`config.mk`:
```
export PLATFORM = sky130hd
export DESIGN_NAME = iter_multiplier
export DESIGN_NICKNAME = d
export VERILOG_FILES = /design/src/rtl/leg_pkg.sv /design/src/rtl/mul_step.sv /design/src/rtl/iter_multiplier.sv
export SDC_FILE = /design/constraint.sdc
export NUM_CORES = 1
export LEC_CHECK = 0
export ABC_AREA = 1
export CELL_PAD_IN_SITES_DETAIL_PLACEMENT = 0
export CELL_PAD_IN_SITES_GLOBAL_PLACEMENT = 2
export CORE_AREA = 3 3 247 249
export CTS_CLUSTER_DIAMETER = 30
export CTS_CLUSTER_SIZE = 20
export DETAILED_ROUTE_END_ITERATION = 10
export DIE_AREA = 0 0 250 252
export GPL_ROUTABILITY_DRIVEN = 0
export GPL_TIMING_DRIVEN = 0
export HOLD_SLACK_MARGIN = 0.06
export PLACE_DENSITY_LB_ADDON = 0.12
export SETUP_SLACK_MARGIN = 0.1
export SYNTH_ARGS = -nofsm -noshare
export SYNTH_HDL_FRONTEND = slang
export SYNTH_SLANG_ARGS = --single-unit
```
`constraint.sdc`:
```
create_clock -name clk -period 3.3 [get_ports clk]
set_input_delay 0.495 -clock clk [delete_from_list [all_inputs] [get_ports clk]]
set_output_delay 0.495 -clock clk [all_outputs]
set_load 0.05 [all_outputs]
```
`src/rtl/leg_pkg.sv`:
```
// Shared LEG execute-path definitions: register numbering, multiplier FSM
// state encoding and MUL/UMULH mode select values.
package leg_pkg;

    localparam int unsigned REG_ADDR_W = 5;
    localparam logic [REG_ADDR_W-1:0] XZR_REG = REG_ADDR_W'(31);

    localparam logic MODE_MUL   = 1'b0;
    localparam logic MODE_UMULH = 1'b1;

    typedef enum logic [1:0] {
        IDLE = 2'd0,
        RUN  = 2'd1,
        DONE = 2'd2
    } mul_state_t;

endpackage : leg_pkg

```
`src/rtl/mul_step.sv`:
```
// One radix-2 shift-add step of the iterative multiplier.
// Ports:
//   a_i       multiplicand
//   p_i       current 2*WIDTH partial-product/multiplier register
//   p_next_c  product register after one add-and-shift step (combinational)
module mul_step #(
    parameter int unsigned WIDTH = 64
) (
    input  logic [WIDTH-1:0]   a_i,
    input  logic [2*WIDTH-1:0] p_i,
    output logic [2*WIDTH-1:0] p_next_c
);

    logic [WIDTH:0] sum;

    // Add A into the upper half when the current multiplier LSB is set; the
    // carry bit is kept so the right shift loses nothing.
    always_comb begin
        sum      = {1'b0, p_i[2*WIDTH-1:WIDTH]} + (p_i[0] ? {1'b0, a_i} : '0);
        p_next_c = {sum, p_i[WIDTH-1:1]};
    end

endmodule : mul_step

```
`src/rtl/iter_multiplier.sv`:
```
// Multi-cycle unsigned shift-add multiplier (MUL / UMULH) returning its
// result to the register file through a write/grant handshake.
// Ports:
//   clk, rst          clock, asynchronous active-low reset
//   start, mode       request (sampled while ready) and MUL/UMULH select
//   opA, opB          multiplicand / multiplier
//   destRegIn         destination register (XZR requests are dropped)
//   abort             pipeline flush, cancels an operation in RUN or DONE
//   wbGrant           writeback port granted this cycle
//   ready, busy       decoded from the registered state
//   write, writeReg,
//   writeData         registered writeback request
module iter_multiplier
    import leg_pkg::*;
#(
    parameter int unsigned WIDTH = 64
) (
    input  logic                  clk,
    input  logic                  rst,
    input  logic                  start,
    input  logic                  mode,
    input  logic [WIDTH-1:0]      opA,
    input  logic [WIDTH-1:0]      opB,
    input  logic [REG_ADDR_W-1:0] destRegIn,
    input  logic                  abort,
    input  logic                  wbGrant,
    output logic                  ready,
    output logic                  busy,
    output logic                  write,
    output logic [REG_ADDR_W-1:0] writeReg,
    output logic [WIDTH-1:0]      writeData
);

    localparam int unsigned CNT_W = $clog2(WIDTH) + 1;

    mul_state_t            state_q, state_d;
    logic [WIDTH-1:0]      a_q, a_d;
    logic [2*WIDTH-1:0]    p_q, p_d;
    logic [CNT_W-1:0]      cnt_q, cnt_d;
    logic                  mode_q, mode_d;
    logic [REG_ADDR_W-1:0] dest_q, dest_d;
    logic                  write_q, write_d;
    logic [REG_ADDR_W-1:0] write_reg_q, write_reg_d;
    logic [WIDTH-1:0]      write_data_q, write_data_d;
    logic [2*WIDTH-1:0]    p_next_c;

    mul_step #(.WIDTH(WIDTH)) u_mul_step (
        .a_i      (a_q),
        .p_i      (p_q),
        .p_next_c (p_next_c)
    );

    // State and datapath registers.
    always_ff @(posedge clk or negedge rst) begin
        if (!rst) begin
            state_q      <= IDLE;
            a_q          <= '0;
            p_q          <= '0;
            cnt_q        <= '0;
            mode_q       <= 1'b0;
            dest_q       <= '0;
            write_q      <= 1'b0;
            write_reg_q  <= '0;
            write_data_q <= '0;
        end else begin
            state_q      <= state_d;
            a_q          <= a_d;
            p_q          <= p_d;
            cnt_q        <= cnt_d;
            mode_q       <= mode_d;
            dest_q       <= dest_d;
            write_q      <= write_d;
            write_reg_q  <= write_reg_d;
            write_data_q <= write_data_d;
        end
    end

    // Next-state and output logic; writeback outputs are produced on the
    // final RUN step so they are already registered on entry to DONE.
    always_comb begin
        state_d      = state_q;
        a_d          = a_q;
        p_d          = p_q;
        cnt_d        = cnt_q;
        mode_d       = mode_q;
        dest_d       = dest_q;
        write_d      = write_q;
        write_reg_d  = write_reg_q;
        write_data_d = write_data_q;

        case (state_q)
            IDLE: begin
                // Flush beats start; writes to XZR are discarded at issue.
                if (start && !abort && (destRegIn != XZR_REG)) begin
                    a_d     = opA;
                    mode_d  = mode;
                    dest_d  = destRegIn;
                    p_d     = {WIDTH'(0), opB};
                    cnt_d   = '0;
                    state_d = RUN;
                end
            end
            RUN: begin
                if (abort) begin
                    state_d = IDLE;
                end else begin
                    p_d   = p_next_c;
                    cnt_d = cnt_q + CNT_W'(1);
                    if (cnt_q == CNT_W'(WIDTH - 1)) begin
                        state_d      = DONE;
                        write_d      = 1'b1;
                        write_reg_d  = dest_q;
                        write_data_d = (mode_q == MODE_UMULH) ? p_next_c[2*WIDTH-1:WIDTH]
                                                              : p_next_c[WIDTH-1:0];
                    end
                end
            end
            DONE: begin
                // Hold the request until granted or flushed.
                if (abort || wbGrant) begin
                    state_d = IDLE;
                    write_d = 1'b0;
                end
            end
            default: begin
                state_d = IDLE;
                write_d = 1'b0;
            end
        endcase
    end

    assign ready     = (state_q == IDLE);
    assign busy      = (state_q != IDLE);
    assign write     = write_q;
    assign writeReg  = write_reg_q;
    assign writeData = write_data_q;

endmodule : iter_multiplier

```
== Word-level counts from Yosys, hierarchy flattened ==
Cells that the tools add are included.

* Logic and storage cells: 51
* Register bits after elaboration: 277
* Bits in read-only memories: 0
* Memories: 0
* Bits in latches: 0
* Bits in writable memories: 0
* Output and inout port bits: 72

* Multiply operators: 0
* Divide/modulo/power cells: 0
* Add/sub/neg operators: 2
* Shift operators: 0
* Eq/ne operators: 9
* Reductions and logical operators: 12
* Order comparisons: 0
* Bitwise operators: 2
* Muxes and demuxes: 17

{| class="wikitable"
|+ Operator list
! operator !! count
|-
| $mux 128 || 2
|-
| $pmux 128 s2 || 1
|-
| $mux 64 || 2
|-
| $add 64x65->65 || 1
|-
| $mux 7 || 2
|-
| $pmux 7 s2 || 1
|-
| $reduce_and 3->1 || 3
|-
| $mux 2 || 4
|-
| $add 7x1->7 const B || 1
|-
| $eq 7x6->1 const B || 1
|-
| $ne 2x2->1 const B || 3
|-
| $pmux 2 s3 || 1
|-
| $ne 5x5->1 const B || 1
|-
| $reduce_and 4->1 || 1
|-
| $reduce_bool 2->1 || 2
|-
| $mux 1 || 3
|-
| $ne 3x3->1 const B || 1
|-
| $pmux 1 s3 || 1
|-
| $eq 2x1->1 const B || 1
|-
| $eq 2x2->1 const B || 1
|-
| $logic_and 1x1->1 || 2
|-
| $logic_not 2->1 || 1
|-
| $ne 2x1->1 const B || 1
|-
| $not 1->1 || 2
|-
| 3 further kinds || 3
|}

== Logic depth before layout (Yosys ltp) ==
Gate-level depths: netlist of run 1.

* Depth after elaboration: 5
* Depth in mapped cells: 21
* Gate-level depth less buffers: 20

== Modules after synthesis ==
A second synthesis of run 1 with hierarchy kept.

* Cell total of the unflattened synthesis: 3038
* Area, all modules: 19279.7 µm²

{| class="wikitable"
|+ By module, submodules not included
! module !! area each (µm²) !! sequential area each (µm²) !! instances !! cells an instance
|-
| iter_multiplier || 12249.2 || 6931.6 || 1 || 1550
|-
| mul_step || 7030.5 || 0.0 || 1 || 1488
|}

== Worst setup path before layout of run 1 ==
OpenSTA, ideal clock, no wires.

* Kind: flip-flop to flip-flop
* Start point: reg p_q[0]
* End point: reg write_data_q[23] (netlist: writeData[23])
* Path slack: 0.799 ns
* Stages on the path, launching flop included: 17
* Data required time: 3.182 ns
* Library setup time: 0.118 ns
* Data arrival time: 2.384 ns
* Path buffers: 2
* Cell sequence: dfrtp_1 > clkbuf_1 > buf_1 > nand2_1 > inv_1 > ha_1 > nand2_1 > inv_1 > nand2_1 > nand2_1 > a21oi_1 > nand3_1 > or2_2 > nand3_1 > o21ai_0 > nand2_1 > nand2_1

* Longest elaborated chain between the ends: 3

{| class="wikitable"
|+ RTL lines
! what !! line !! source
|-
| from (decl) || iter_multiplier.sv:38 || <nowiki>logic [2*WIDTH-1:0] p_q, p_d;</nowiki>
|-
| from (signal assigned) || iter_multiplier.sv:68 || <nowiki>p_q <= p_d;</nowiki>
|-
| $mux 64 || mul_step.sv:19 || <nowiki>sum = {1'b0, p_i[2*WIDTH-1:WIDTH]} + (p_i[0] ? {1'b0, a_i} : '0);</nowiki>
|-
| $add 64x65->65 || mul_step.sv:19 ||
|-
| $mux 64 || iter_multiplier.sv:113 || <nowiki>write_data_d = (mode_q == MODE_UMULH) ? p_next_c[2*WIDTH-1:WIDTH]</nowiki>
|-
| to (signal assigned) || iter_multiplier.sv:74 || <nowiki>write_data_q <= write_data_d;</nowiki>
|-
| to (decl) || iter_multiplier.sv:44 || <nowiki>logic [WIDTH-1:0] write_data_q, write_data_d;</nowiki>
|}

No other way between the ends.
A chain may end at the register's enable or synchronous reset.

== Worst setup path in the final report of run 1 ==
* Start point: reg p_q[0]
* End point: reg write_data_q[39] (netlist: writeData[39])

The elaborated chain is that of the path after synthesis.

==> results of run 1 <==
timing repair:
action	4_1_cts	5_1_grt
endpoints found under the hold margin	70	0
buffers inserted	0	1
endpoints found under the setup margin	109	75
pin swaps	0	3
gates resized for setup	33	76
hold buffers	1	0
final cells by class:
type                       instances  area, sq um
antenna                            1        2.502
buffer                            92        435.4
clock buffer                     133         2674
clock inverter                    30        525.5
fill                            6248        33970
inverter                         505         1898
multi-input combinational       1972         9320
sequential                       277         6932
tap                              773        967.2
timing repair buffer             214         2180
Yosys cell counts (all sizes together), types with 21 or more instances:
cell / instances
nor2: 118
nor3: 21
buf: 40
ha: 65
o21ai: 119
clkbuf: 52
o211ai: 62
a21oi: 87
inv: 505
dfrtp: 277
nand2: 1320
nand3: 105
metal layers:
layer / up-vias / global-route usage, %
li1: 9271 / -
met1: 8501 / 32.82
met2: 424 / 35.95
met3: 118 / 5.412
met4: 6 / 6.000
met5: - / 0
worst max-delay path by stage:
stage / from / endpoint
after floorplan: p_q[0]$_DFFE_PN0P_ / writeData[23]$_DFFE_PN0P_
after detailed placement: p_q[0]$_DFFE_PN0P_ / writeData[39]$_DFFE_PN0P_
after global placement: rst / writeData[53]$_DFFE_PN0P_
after CTS: p_q[0]$_DFFE_PN0P_ / writeData[23]$_DFFE_PN0P_
after global routing: p_q[0]$_DFFE_PN0P_ / writeData[53]$_DFFE_PN0P_
final: p_q[0]$_DFFE_PN0P_ / writeData[39]$_DFFE_PN0P_
cells by family (layout without fill, tap and decap cells):
family                     count (synthesis)  after routing
buffers and inverters                    597            974
other                                      0              1
and+or+nand+nor                         1588           1588
adders and majority gates                 66             66
xor gates and xnor gates                  24             24
DFF                                      277            277
AOI/OAI and AO/OA                        294            294
state kept, by name, summed over array words and instances (netlist names):
register and cells:
cnt_q 7, writeReg 5, p_q 128, a_q 64, state_q 2, write 1, mode_q 1, dest_q 5
writeData 64
power groups by stage:
stage | sequential (mW) | combinational [mW] | clock (mW)
after floorplan | 4.46 | 3.66 | 0
after global placement | 4.54 | 5.68 | 0
after detailed placement | 4.54 | 5.71 | 0
after CTS | 4.51 | 5.81 | 9.04
after global routing | 4.60 | 6.71 | 9.25
final | 4.52 | 5.95 | 8.88
cells in the final DEF (no fill, tap or decap), types with 6 or more instances in the layout:
master,instances
a21boi_1,6
a21oi_1,75
a21oi_2,9
a22o_1,14
and2_1,9
buf_1,13
buf_2,18
buf_6,6
bufinv_16,11
clkbuf_1,66
clkbuf_16,90
clkbuf_8,26
clkdlybuf4s50_1,209
clkinv_2,10
dfrtp_1,277
ha_1,61
inv_1,501
nand2_1,1297
nand2_2,22
nand3_1,90
nand3_2,13
nor2_1,98
nor2_2,15
nor3_1,14
nor3_2,6
o211ai_1,62
o21ai_0,118
or2_2,8
xor2_1,16
per-stage QoR:
stage,hold WS [ns],area (sq um),std cells,setup TNS (ns),util (%)
finish,0.4115,24930,3997,0,42.33
global route,0.4005,24930,3996,0,42.32
CTS,0.3740,24650,3995,0,41.85
detailed placement,0.4623,21330,3831,-56.54,36.20
global placement,0.4494,21270,3829,-3153.24,36.10
floorplan,0.1994,18200,2846,0,-
worst max-delay path: stages (launching register included):
cell,delay (ns)
dfrtp_1,0.35
buf_6,0.23
clkbuf_4,0.25
nand2_1,0.06
inv_1,0.07
ha_1,0.31
nand2_2,0.18
inv_1,0.07
nand2_1,0.06
nand2_1,0.11
a21oi_4,0.22
nand3_2,0.20
nand2_1,0.23
nand2_1,0.08
nand2_1,0.07
nand3_1,0.21
nand2_1,0.19
nand2_1,0.06
==> impl_metrics.py, run 1 <==
metrics = {
    "clocking": {
        "clk_pin_slew_ns": 0.04,
        "clockBufferDepth": 3,
        "cts_buffers": 88,
        "cts-root-buf": "clkbuf_16",
        "htreeDepth": 3,
        "clk_latency_ns": 0.62,
        "cts_tree": "built",
        "cts.sinks": 277,
    },
    "yosys": {
        "muxShareOfSynthArea_pct": 0,
        "synth-main-ff-cell": "dfrtp_1",
        "syn_nets": 3051,
        "synthCells": 2846,
        "synth_area_leader_cell": "dfrtp_1",
        "syn_avg_cell_area_sq_um": 6.394,
        "ys_types": 35,
        "synth_warnings": 0,
        "synthTopCellsByArea": "dfrtp_1, nand2_1, inv_1, ha_1, o21ai_0",
        "synth-compound-area-share_pct": 9.378,
        "ys_ff_latch": 277,
        "synth_top_family_by_area": "simple AND/OR/NAND/NOR gates",
        "synth-edff-count": 0,
        "synth-simple-area-share_pct": 34.14,
        "yosysSeqAreaShare_pct": 38.09,
        "syn-cell-area_sq_um": 18200,
        "synthXorXnorAreaFrac_pct": 1.155,
        "synth_fa_ha_area_share_pct": 4.579,
        "synth_top_cell_area_share_pct": 38.09,
        "async_reset_ff_share_pct": 100.0,
    },
    "worst_setup_path": {
        "regToRegSetupSlack_ns": 0.21,
        "r2r-start": "p_q[0]$_DFFE_PN0P_",
        "r2r_cells": 17,
        "path_max_fanout": 10,
        "worstSetupStartpointType": "flop",
        "crit_required_ns": 3.80,
        "r2r_end": "writeData[39]$_DFFE_PN0P_",
        "crit_type": "reg -> reg",
        "critPathCaptureType": "flop",
        "arrival_ns": 3.59,
    },
    "route": {
        "dr.pass1.iters": 5,
        "met2_length_um": 31630,
        "drt_iter0_drc": 1069,
        "top_layer": "met5",
        "wl_met3_um": 4671,
        "vias_per_cell": 4.583,
        "wl_met1_um": 35320,
        "wl_um": 73460,
        "wl_per_cell_um": 18.38,
        "drc": 0,
        "vias": 18320,
        "antenna_left": 0,
    },
    "layout": {
        "nNetsFinal": 3355,
        "layout-drive-gt1-share_pct": 8.594,
        "syn_to_final_growth_pct": 37.02,
    },
    "sta": {
        "hold_violations": 0,
        "slew_headroom_pct": 36.23,
        "maxSlewViolCount": 0,
        "fin_ws_ns": 0.2100,
        "clock.fmax_mhz": 323.6,
        "fin_skew_ns": 0.02531,
        "worst_slew_pin_slew_ns": 0.9566,
        "setup-violations-final": 0,
        "fin_crit_ns": 3.090,
        "grt_setup_unrepaired": "true",
        "period_share_pct": 93.64,
    },
    "pwr": {
        "pwr-share-clk_pct": 45.9,
        "leakagePower_nw": 13.73,
        "total_power_mw": 19.35,
        "power.density_nw_per_um2": 775.9,
        "swShare_pct": 35.88,
        "comb_power_share_pct": 30.7,
        "peakVddDrop_mv": 0.4126,
        "power_frac_seq_pct": 23.3,
        "power_switching_mw": 6.941,
        "p_int_mw": 12.41,
    },
    "floorplanning": {
        "die_w_um": 250,
        "fp-row-count": 89,
        "die_h_um": 252,
        "die-area_sq_um": 63000,
        "start_util_pct": 30.89,
        "core_sq_um": 58910,
        "ioPinCount": 211,
    },
    "grt": {
        "grt_pass1_vias": 18514,
        "grt_pass1_wl_um": 111500,
        "grt-ovfl-total": 0,
        "antenna_found_initial": 6,
        "grt_max_degree": 113,
        "globalRouteTotalUtil_pct": 23.26,
    },
    "flow_run": {
        "drv_cap": 0,
    },
    "placement": {
        "dp_hpwl_um": 58210,
        "io_buffers": 210,
        "pre_cts_ws_ns": -0.9930,
    },
    "hold_path": {
        "hp-class": "in -> async",
    },
    "run_status": {
        "status": "completed",
    },
}
(Power assumes the default switching activity.)
==> run 2, diff against run 1 <==
Settings changed: ABC_CLOCK_PERIOD_IN_PS set to 3300.
==> results of run 2 <==
The final DEF is identical to that of run 1; final timing and power are the same.
